File: config.mk
export PLATFORM = sky130hd
export DESIGN_NAME = pll_reset_phase_ctrl
export DESIGN_NICKNAME = d
export VERILOG_FILES = /design/src/rtl/pll_ctrl_pkg.sv /design/src/rtl/sync_2ff.sv /design/src/rtl/pll_reset_phase_ctrl.sv
export SDC_FILE = /design/constraint.sdc
export NUM_CORES = 1
export LEC_CHECK = 0
export CAP_MARGIN = 10
export CORE_ASPECT_RATIO = 0.6
export CORE_MARGIN = 2
export CORE_UTILIZATION = 54
export CTS_BUF_LIST = sky130_fd_sc_hd__clkbuf_16
export DETAILED_ROUTE_END_ITERATION = 8
export GPL_TIMING_DRIVEN = 0
export PLACE_DENSITY = 0.79
export SETUP_SLACK_MARGIN = 0.5
export SLEW_MARGIN = 20
export SYNTH_ARGS = -nofsm -noshare
export SYNTH_HDL_FRONTEND = slang
export SYNTH_SLANG_ARGS = --single-unit
File: constraint.sdc
create_clock -name clock -period 2.65 [get_ports clock]
set_input_delay 0.265 -clock clock [delete_from_list [all_inputs] [get_ports clock]]
set_output_delay 0.265 -clock clock [all_outputs]
set_load 0.02 [all_outputs]
File: src/rtl/pll_ctrl_pkg.sv
// pll_ctrl_pkg: shared state encoding, PHASEDIR constants and sizing helper for the PLL controllers
package pll_ctrl_pkg;
  typedef enum logic [2:0] {
    WAIT_LOCK,
    STABLE,
    RELEASE,
    RUN,
    STEP_SETUP,
    STEP_LOW,
    STEP_SETTLE
  } pll_ctrl_state_t;
  localparam logic PHASEDIR_ADVANCE = 1'b0;
  localparam logic PHASEDIR_DELAY = 1'b1;
  localparam int LOSS_COUNT_W = 8;
  function automatic int max3(input int a, input int b, input int c);
    return ((a > b) ? a : b) > c ? ((a > b) ? a : b) : c;
  endfunction
endpackage

File: src/rtl/sync_2ff.sv
// sync_2ff: two-flop synchroniser for one asynchronous bit (clk in, d async in, q synchronised out)
module sync_2ff (
  input  logic clk,
  input  logic d,
  output logic q
);
  logic meta_q, sync_q;
  always_ff @(posedge clk) begin
    meta_q <= d;
    sync_q <= meta_q;
  end
  assign q = sync_q;
endmodule

File: src/rtl/pll_reset_phase_ctrl.sv
// pll_reset_phase_ctrl: ECP5 EHXPLLL lock qualifier, staggered reset release and dynamic phase stepper
//   clock/reset          reference clock, sync active-high reset
//   pll_locked           async PLL LOCK, synchronised internally
//   rst_out/all_ready    per-output resets (1 = held), all released and lock intact
//   phase_req/sel/dir    level request for one phase step; phase_ack/phase_err one-cycle replies
//   pll_phase*           PHASESEL/PHASEDIR/PHASESTEP pins to the PLL
//   lock_loss_count      saturating count of lock losses after first release
module pll_reset_phase_ctrl
  import pll_ctrl_pkg::*;
#(
  parameter int NUM_OUT = 4,
  parameter int LOCK_STABLE_CYCLES = 1024,
  parameter int RELEASE_GAP = 16,
  parameter int STEP_PULSE = 4
) (
  input  logic                    clock,
  input  logic                    reset,
  input  logic                    pll_locked,
  output logic [NUM_OUT-1:0]      rst_out,
  output logic                    all_ready,
  input  logic                    phase_req,
  input  logic [1:0]              phase_sel,
  input  logic                    phase_dir,
  output logic                    phase_ack,
  output logic                    phase_err,
  output logic [1:0]              pll_phasesel,
  output logic                    pll_phasedir,
  output logic                    pll_phasestep,
  output logic [LOSS_COUNT_W-1:0] lock_loss_count
);
  localparam int CW = $clog2(max3(LOCK_STABLE_CYCLES, RELEASE_GAP * NUM_OUT, STEP_PULSE)) + 1;
  pll_ctrl_state_t state_q, state_d;
  logic [CW-1:0] cnt_q, cnt_d;
  logic [NUM_OUT-1:0] rst_q, rst_d;
  logic [LOSS_COUNT_W-1:0] loss_q, loss_d;
  logic [1:0] sel_q, sel_d, psel_q, psel_d;
  logic ready_q, ready_d, ack_q, ack_d, err_q, err_d;
  logic dir_q, dir_d, pdir_q, pdir_d, pstep_q, pstep_d;
  logic lk_s, lost, rel;
  sync_2ff u_lock_sync (.clk(clock), .d(pll_locked), .q(lk_s));
  assign lost = !lk_s && !(state_q inside {WAIT_LOCK, STABLE});
  always_comb begin
    state_d = state_q;
    cnt_d = cnt_q + 1'b1;
    rst_d = rst_q;
    ready_d = ready_q;
    ack_d = 1'b0;
    err_d = 1'b0;
    sel_d = sel_q;
    dir_d = dir_q;
    psel_d = psel_q;
    pdir_d = pdir_q;
    pstep_d = pstep_q;
    loss_d = loss_q;
    rel = 1'b0;
    unique case (state_q)
      WAIT_LOCK: begin
        cnt_d = '0;
        state_d = lk_s ? STABLE : WAIT_LOCK;
      end
      // The WAIT_LOCK cycle that saw lock is the first of the stable window.
      STABLE: begin
        if (!lk_s) state_d = WAIT_LOCK;
        else if (cnt_q == CW'(LOCK_STABLE_CYCLES - 2)) begin
          cnt_d = '0;
          state_d = RELEASE;
          rel = 1'b1;
        end
      end
      RELEASE: rel = 1'b1;
      RUN: begin
        if (phase_req && !ack_q) begin
          sel_d = phase_sel;
          dir_d = phase_dir;
          if (int'(phase_sel) >= NUM_OUT) begin
            ack_d = 1'b1;
            err_d = 1'b1;
          end else state_d = STEP_SETUP;
        end
      end
      STEP_SETUP: begin
        psel_d = sel_q;
        pdir_d = dir_q;
        pstep_d = 1'b0;
        cnt_d = '0;
        state_d = STEP_LOW;
      end
      STEP_LOW: begin
        if (cnt_q == CW'(STEP_PULSE - 1)) begin
          pstep_d = 1'b1;
          cnt_d = '0;
          state_d = STEP_SETTLE;
        end
      end
      STEP_SETTLE: begin
        if (cnt_q == CW'(STEP_PULSE - 1)) begin
          ack_d = 1'b1;
          state_d = RUN;
        end
      end
      default: state_d = WAIT_LOCK;
    endcase
    // Release schedule keyed on the next counter value so output 0 drops on RELEASE entry.
    for (int i = 0; i < NUM_OUT; i++)
      if (rel && cnt_d == CW'(i * RELEASE_GAP)) rst_d[i] = 1'b0;
    if (rel && cnt_d == CW'((NUM_OUT - 1) * RELEASE_GAP)) begin
      ready_d = 1'b1;
      state_d = RUN;
    end
    if (lost) begin
      rst_d = '1;
      ready_d = 1'b0;
      pstep_d = 1'b1;
      ack_d = 1'b0;
      err_d = 1'b0;
      state_d = WAIT_LOCK;
      loss_d = &loss_q ? loss_q : loss_q + 1'b1;
    end
  end
  always_ff @(posedge clock) begin
    if (reset) begin
      state_q <= WAIT_LOCK;
      cnt_q <= '0;
      rst_q <= '1;
      ready_q <= 1'b0;
      ack_q <= 1'b0;
      err_q <= 1'b0;
      sel_q <= '0;
      dir_q <= PHASEDIR_DELAY;
      psel_q <= '0;
      pdir_q <= PHASEDIR_DELAY;
      pstep_q <= 1'b1;
      loss_q <= '0;
    end else begin
      state_q <= state_d;
      cnt_q <= cnt_d;
      rst_q <= rst_d;
      ready_q <= ready_d;
      ack_q <= ack_d;
      err_q <= err_d;
      sel_q <= sel_d;
      dir_q <= dir_d;
      psel_q <= psel_d;
      pdir_q <= pdir_d;
      pstep_q <= pstep_d;
      loss_q <= loss_d;
    end
  end
  assign rst_out = rst_q;
  assign all_ready = ready_q;
  assign phase_ack = ack_q;
  assign phase_err = err_q;
  assign pll_phasesel = psel_q;
  assign pll_phasedir = pdir_q;
  assign pll_phasestep = pstep_q;
  assign lock_loss_count = loss_q;
endmodule

== Word-level counts from Yosys, hierarchy flattened ==
Index checks and enable logic that the tools add are counted.

* $add $sub $neg: 2
* Multiply operators: 0
* Div/mod/pow operators: 0
* $lt $le $gt $ge: 0
* Equality and inequality tests: 20
* Shift operators: 0
* Multiplexer cells: 18
* Bitwise gates (word level): 3
* Reductions and logical operators: 23

{| class="wikitable"
|+ Operator list
! kind !! number
|-
| $mux W11 || 3
|-
| $pmux W11 S3 || 1
|-
| $eq A11 B6 Y1 const B || 2
|-
| $pmux W3 S7 || 1
|-
| $mux W3 || 5
|-
| $ne A3 B3 Y1 const B || 4
|-
| $add A11 B1 Y11 const B || 1
|-
| $eq A11 B10 Y1 const B || 1
|-
| $eq A11 B2 Y1 const B || 1
|-
| $eq A11 B5 Y1 const B || 1
|-
| $logic_not A11 Y1 || 1
|-
| $reduce_and A5 Y1 || 2
|-
| $eq A3 B3 Y1 const B || 3
|-
| $add A8 B1 Y8 const B || 1
|-
| $ne A2 B2 Y1 const B || 4
|-
| $reduce_and A8 Y1 || 1
|-
| $eq A3 B2 Y1 const B || 2
|-
| $logic_and A1 B1 Y1 || 6
|-
| $reduce_and A2 Y1 || 3
|-
| $reduce_or A3 Y1 || 2
|-
| $mux W1 || 5
|-
| $ne A4 B4 Y1 const B || 1
|-
| $pmux W1 S2 || 2
|-
| $reduce_bool A2 Y1 || 2
|-
| 6 further kinds || 11
|}

* Register bits after elaboration: 37
* Bits in latches: 0
* RAM bits: 0
* ROM bits: 0
* Word-level logic and storage cells: 83
* Memories: 0

== Logic depth before layout (Yosys ltp) ==
* Depth after elaboration: 8
* Depth in mapped cells: 8
* Mapped depth without buffers: 7

== Hierarchy ==
A second synthesis with hierarchy kept.

* Cells, all modules: 202
* Area, all modules: 1836.8 um2

{| class="wikitable"
|+ By module, submodules not included
! module !! instances !! cells each !! area each (um2)
|-
| pll_reset_phase_ctrl || 1 || 200 || 1796.7
|-
| sync_2ff || 1 || 2 || 40.0
|}

== Least setup slack after synthesis ==
Ideal clock, no wire load.

* Kind: register to register
* Start point: register cnt_q[0]
* End point: register rst_q[1] (netlist: rst_out[1])
* Setup time: 122 ps
* Arrival time: 1751 ps
* Path slack: 777 ps
* Stages on the path, launching flop included: 7
* Path buffers: 1
* Period minus slack after synthesis: 1873 ps
* Cell sequence: dfxtp_1 -> ha_1 -> clkbuf_1 -> a31oi_1 -> nor4_1 -> nand3_2 -> o32a_1

* Longest elaborated chain between the ends: 6
* Elaborated cells between the ends (all ways): 12
* Classes of those cells: add/sub (1); eq/ne (3); mux (7); reduce/logical (1)

{| class="wikitable"
|+ RTL lines
! item !! RTL line !! source
|-
| from (decl) || pll_reset_phase_ctrl.sv:33 || <nowiki>logic [CW-1:0] cnt_q, cnt_d;</nowiki>
|-
| from (signal assigned) || pll_reset_phase_ctrl.sv:136 || <nowiki>cnt_q <= cnt_d;</nowiki>
|-
| $add A11 B1 Y11 / $eq A11 B10 Y1 (equally long branches) || pll_reset_phase_ctrl.sv:44, pll_reset_phase_ctrl.sv:64 ||
|-
| $mux W11 || pll_reset_phase_ctrl.sv:64 || <nowiki>else if (cnt_q == CW'(LOCK_STABLE_CYCLES - 2)) begin</nowiki>
|-
| $mux W11 || pll_reset_phase_ctrl.sv:63 || <nowiki>if (!lk_s) state_d = WAIT_LOCK;</nowiki>
|-
| $pmux W11 S3 || pll_reset_phase_ctrl.sv:56 || <nowiki>unique case (state_q)</nowiki>
|-
| $eq A11 B5 Y1 || pll_reset_phase_ctrl.sv:105 || <nowiki>if (rel && cnt_d == CW'(i * RELEASE_GAP)) rst_d[i] = 1'b0;</nowiki>
|-
| $logic_and A1 B1 Y1 (*) || pll_reset_phase_ctrl.sv:105 ||
|-
| to (signal assigned) || pll_reset_phase_ctrl.sv:137 || <nowiki>rst_q <= rst_d;</nowiki>
|-
| to (decl) || pll_reset_phase_ctrl.sv:34 || <nowiki>logic [NUM_OUT-1:0] rst_q, rst_d;</nowiki>
|}

Every way passes the cells marked *; elsewhere a longest branch is shown, timed or not.
A chain may end at the register's enable or synchronous reset.

== Final worst setup path ==
Same ends and word-level chain as after synthesis.

==> results by group <==
Worst setup path
  – Instance count on the critical path: 6
  – Worst setup EP type: flop
  – Critical path's slowest cell: dfxtp_1
  – Worst Path Arrival: 2.20 ns
  – Flop2flop setup slack: just over 0.6 ns
  – Reg2Reg Depth: 6
  – CP Cell Sequence: ha_1, buf_2, a31oi_1, nor4_1, nand3_2, o32a_1
  – Crit path buf inv count: 1
  – Peak fanout along the critical path: 10
  – Required @ worst endpoint: 2.82 ns
  – Slowest cell delay on critical path: 0.47 ns
  – CP startpoint kind: flop
  – CP top delay family: compound AO/OA/AOI/OAI gates
  – Critical path class: reg2reg

Timing
  – Final worst-path setup slack: ~0.62 ns
  – Clock Skews: roughly 0.0028 ns
  – Crit share post-route: 0.7653
  – Hold Fails Final Rpt: 0
  – # setup viols final: 0
  – Final setup TNS: 0 ns
  – Hold_ws: 0.3422 ns
  – Actual slew at the worst max-slew pin: 0.4990 ns
  – Slew HR: 0.6642
  – Final worst path period need: 2.028 ns
  – Max Clk Rate: 493.1 MHz
  – RSZ-0062 raised after global routing: yes
  – Max-slew violation count: 0

Floorplanning
  – DIE AREA: 3899 sq um
  – Site row count: 16
  – Die width: 79.29 um
  – Core Footprint: 3263 sq um
  – Die height: 49.18 um
  – Number of I/O pins: 26
  – Initial cell density of the core: 0.5629

Power
  – Power, Total: 1.195 mW
  – PD cells: 525.8 nW/um^2
  – Pleak: 0.8325 nW
  – VDD IR max: 0.0003927 V

Synthesis
  – Cell variety after synth: 51
  – Post-synth top area cell: dfxtp_1
  – Number of warnings issued by yosys: 0
  – Ys async rst share: 0
  – Mean post-synth cell area: 9.093 sq um
  – Sequential share of the synthesized area: 0.4033
  – Post-synth top flop: dfxtp_1
  – Top-area cell type share of the netlist area: 0.4033
  – Top post-synthesis cells by count: dfxtp_1, nor2_1, xor2_1, nand2_1
  – Post-Syn Nets: 212
  – Mapped Area: 1837 sq um
  – Largest cells by area after synthesis: dfxtp_1, nor2_1, xor2_1
  – Post-synth EDFFs: 0
  – Mapped Cells: 202
  – Synth Register Bits: 37
  – Most frequent cell after synthesis: dfxtp_1

Clock tree
  – Clk slew on worst S/H paths: 0.06 ns
  – CTS tree: built
  – CTS hold repair buffers: 0
  – CTS sink count: 37
  – Root Buffer Master: clkbuf_16
  – Post-CTS Setup Bufs: 0
  – CTS buffer count: 5
  – Clock Path Buffers: 2
  – Skew-Pair Late Insertion Delay: 0.28 ns
  – H-tree depth: 2

Final layout
  – Final #Nets: ~240
  – Final instance area: 2273 sq um
  – Share of cells above drive strength 1: 0.1330
  – Number of fill cells: 271
  – # diodes: 0
  – Synthesis-to-finish area growth: 23.77%

Detailed routing
  – Met1 WL: 2143 um
  – WL/cell: 14.41 um
  – Via count: about 1600
  – Post-route ant nets: 0
  – WL final: 4007 um
  – DR DRC count: 0
  – DRT iter0 DRCs: between 100 and 150
  – Top Metal Used: met4
  – Drt pass-1 iters: 4
  – Vias per Instance: 5.576
  – Met3 wire len: ~250 um
  – Metal2 WL: 1568 um

Global route
  – First-pass GRT wire length: 6699 um
  – Initial antenna violation count: 0
  – Vias in the first global route: 1328
  – Largest net degree at the start of global routing: 13
  – Gr ovfl total: 0
  – Total track usage: 0.2271

Placed design
  – Placed Instance Area: 2123 sq um
  – Gp weighted congestion: 0.8632
  – IO buf count: 23
  – Dpl hpwl: 2826 um
  – Post-Place Worst Slack: 0.4611 ns

Status
  – Status: finished, final reports clean

Flow run
  – Maxcap violations: 0

Worst hold path
  – Hold WC Path Type: reg2reg
  – Hold Crit Depth: 0
## registers in the layout, summed over array words and instances (netlist names), 2 cells and up
register and flops:
cnt_q 11, pll_phasesel 2, state_q 3, sel_q 2, lock_loss_count 8, rst_out 4
## through the flow
step                      cells  utilization
after floorplan             202            -
after global placement      270       0.6507
after detailed placement    270       0.6507
after CTS                   278       0.6948
after global routing        278       0.6967
final                       278       0.6967
## power breakdown
group / internal (mW) / switching, mW
Sequential: 0.563 / 0.00682
Combinational: 0.0257 / 0.0334
Clock: 0.344 / 0.223
## cell type report
| type | instances | area (sq um) | share of cell area |
|---|---|---|---|
| Buffer | 13 | 83.83 | 0.03687 |
| Clock buffer | 5 | 125.1 | 0.05504 |
| Clock inverter | 3 | 17.52 | 0.007705 |
| Inverter | 5 | 18.77 | 0.008255 |
| Multi-Input combinational cell | 147 | 1001 | 0.4403 |
| Sequential cell | 37 | 740.7 | 0.3258 |
| Tap cell | 45 | 56.30 | 0.02477 |
| Timing Repair Buffer | 23 | 230.2 | 0.1013 |
## cells by family (layout without fill, tap and decap cells)
logic type,after synthesis,count (layout),synth area share
XOR/XNOR,18,18,0.08583
AO/OA/AOI/OAI,28,28,0.1342
adder cells (fa/ha/maj),3,3,0.02044
buffers and inverters,18,49,0.05517
multiplexers,5,5,0.02725
other,1,1,0.002042
AND/OR/NAND/NOR,92,92,0.2718
flip-flops,37,37,0.4033
## path summary, 6_finish.rpt
check | startpoint | endpoint
hold / removal | u_lock_sync.meta_q$_DFF_P_ | u_lock_sync.q$_DFF_P_
setup reg to reg | cnt_q[0]$_SDFF_PP0_ | rst_out[1]$_SDFFE_PP1P_
setup / recovery | cnt_q[0]$_SDFF_PP0_ | rst_out[1]$_SDFFE_PP1P_
hold reg to reg | u_lock_sync.meta_q$_DFF_P_ | u_lock_sync.q$_DFF_P_
## layout by cell type (no fill, tap or decap), types with 2 or more instances in the layout
master	netlist	final
o21a_1	2	2
clkbuf_16	0	5
buf_2	3	4
nor2_1	29	29
o32ai_1	2	2
nor4_1	3	3
xnor2_1	6	6
nand4b_1	2	2
a211oi_1	2	2
clkbuf_1	4	3
inv_1	5	5
nand3_1	8	8
nand4_1	9	9
and2_1	4	4
buf_4	4	4
xor2_1	12	12
and3_1	4	4
clkinv_2	0	2
dfxtp_1	37	37
ha_1	3	3
buf_6	2	2
a211o_1	2	2
clkdlybuf4s50_1	0	23
nand2_1	11	11
nor2b_1	9	9
a21oi_1	5	5
mux2i_1	5	5
o21ai_0	3	3
## worst register-to-register path, delay by kind of cell (launching register included)
family / cells / cell delay (ns)
compound gates: 2 / 0.50
simple gates: 2 / 0.49
fa+ha+maj: 1 / 0.23
buf+inv: 1 / 0.23
flops: 1 / 0.47
## per-layer routing
| metal | global-route usage | vias to the layer above |
|---|---|---|
| met2 | 0.2684 | 47 |
| met1 | 0.3647 | 725 |
| met4 | 0.09195 | 0 |
| met5 | 0 | - |
| li1 | - | 771 |
| met3 | 0.07037 | 7 |
## repair_timing
item | CTS | global route
resized for setup | 1 | 2
cloned | 0 | 0
pin swaps | 0 | 1
hold endpoints to repair | 0 | 0
setup endpoints to repair | 1 | 13
No activity file was read; power rests on OpenSTA's default activity.
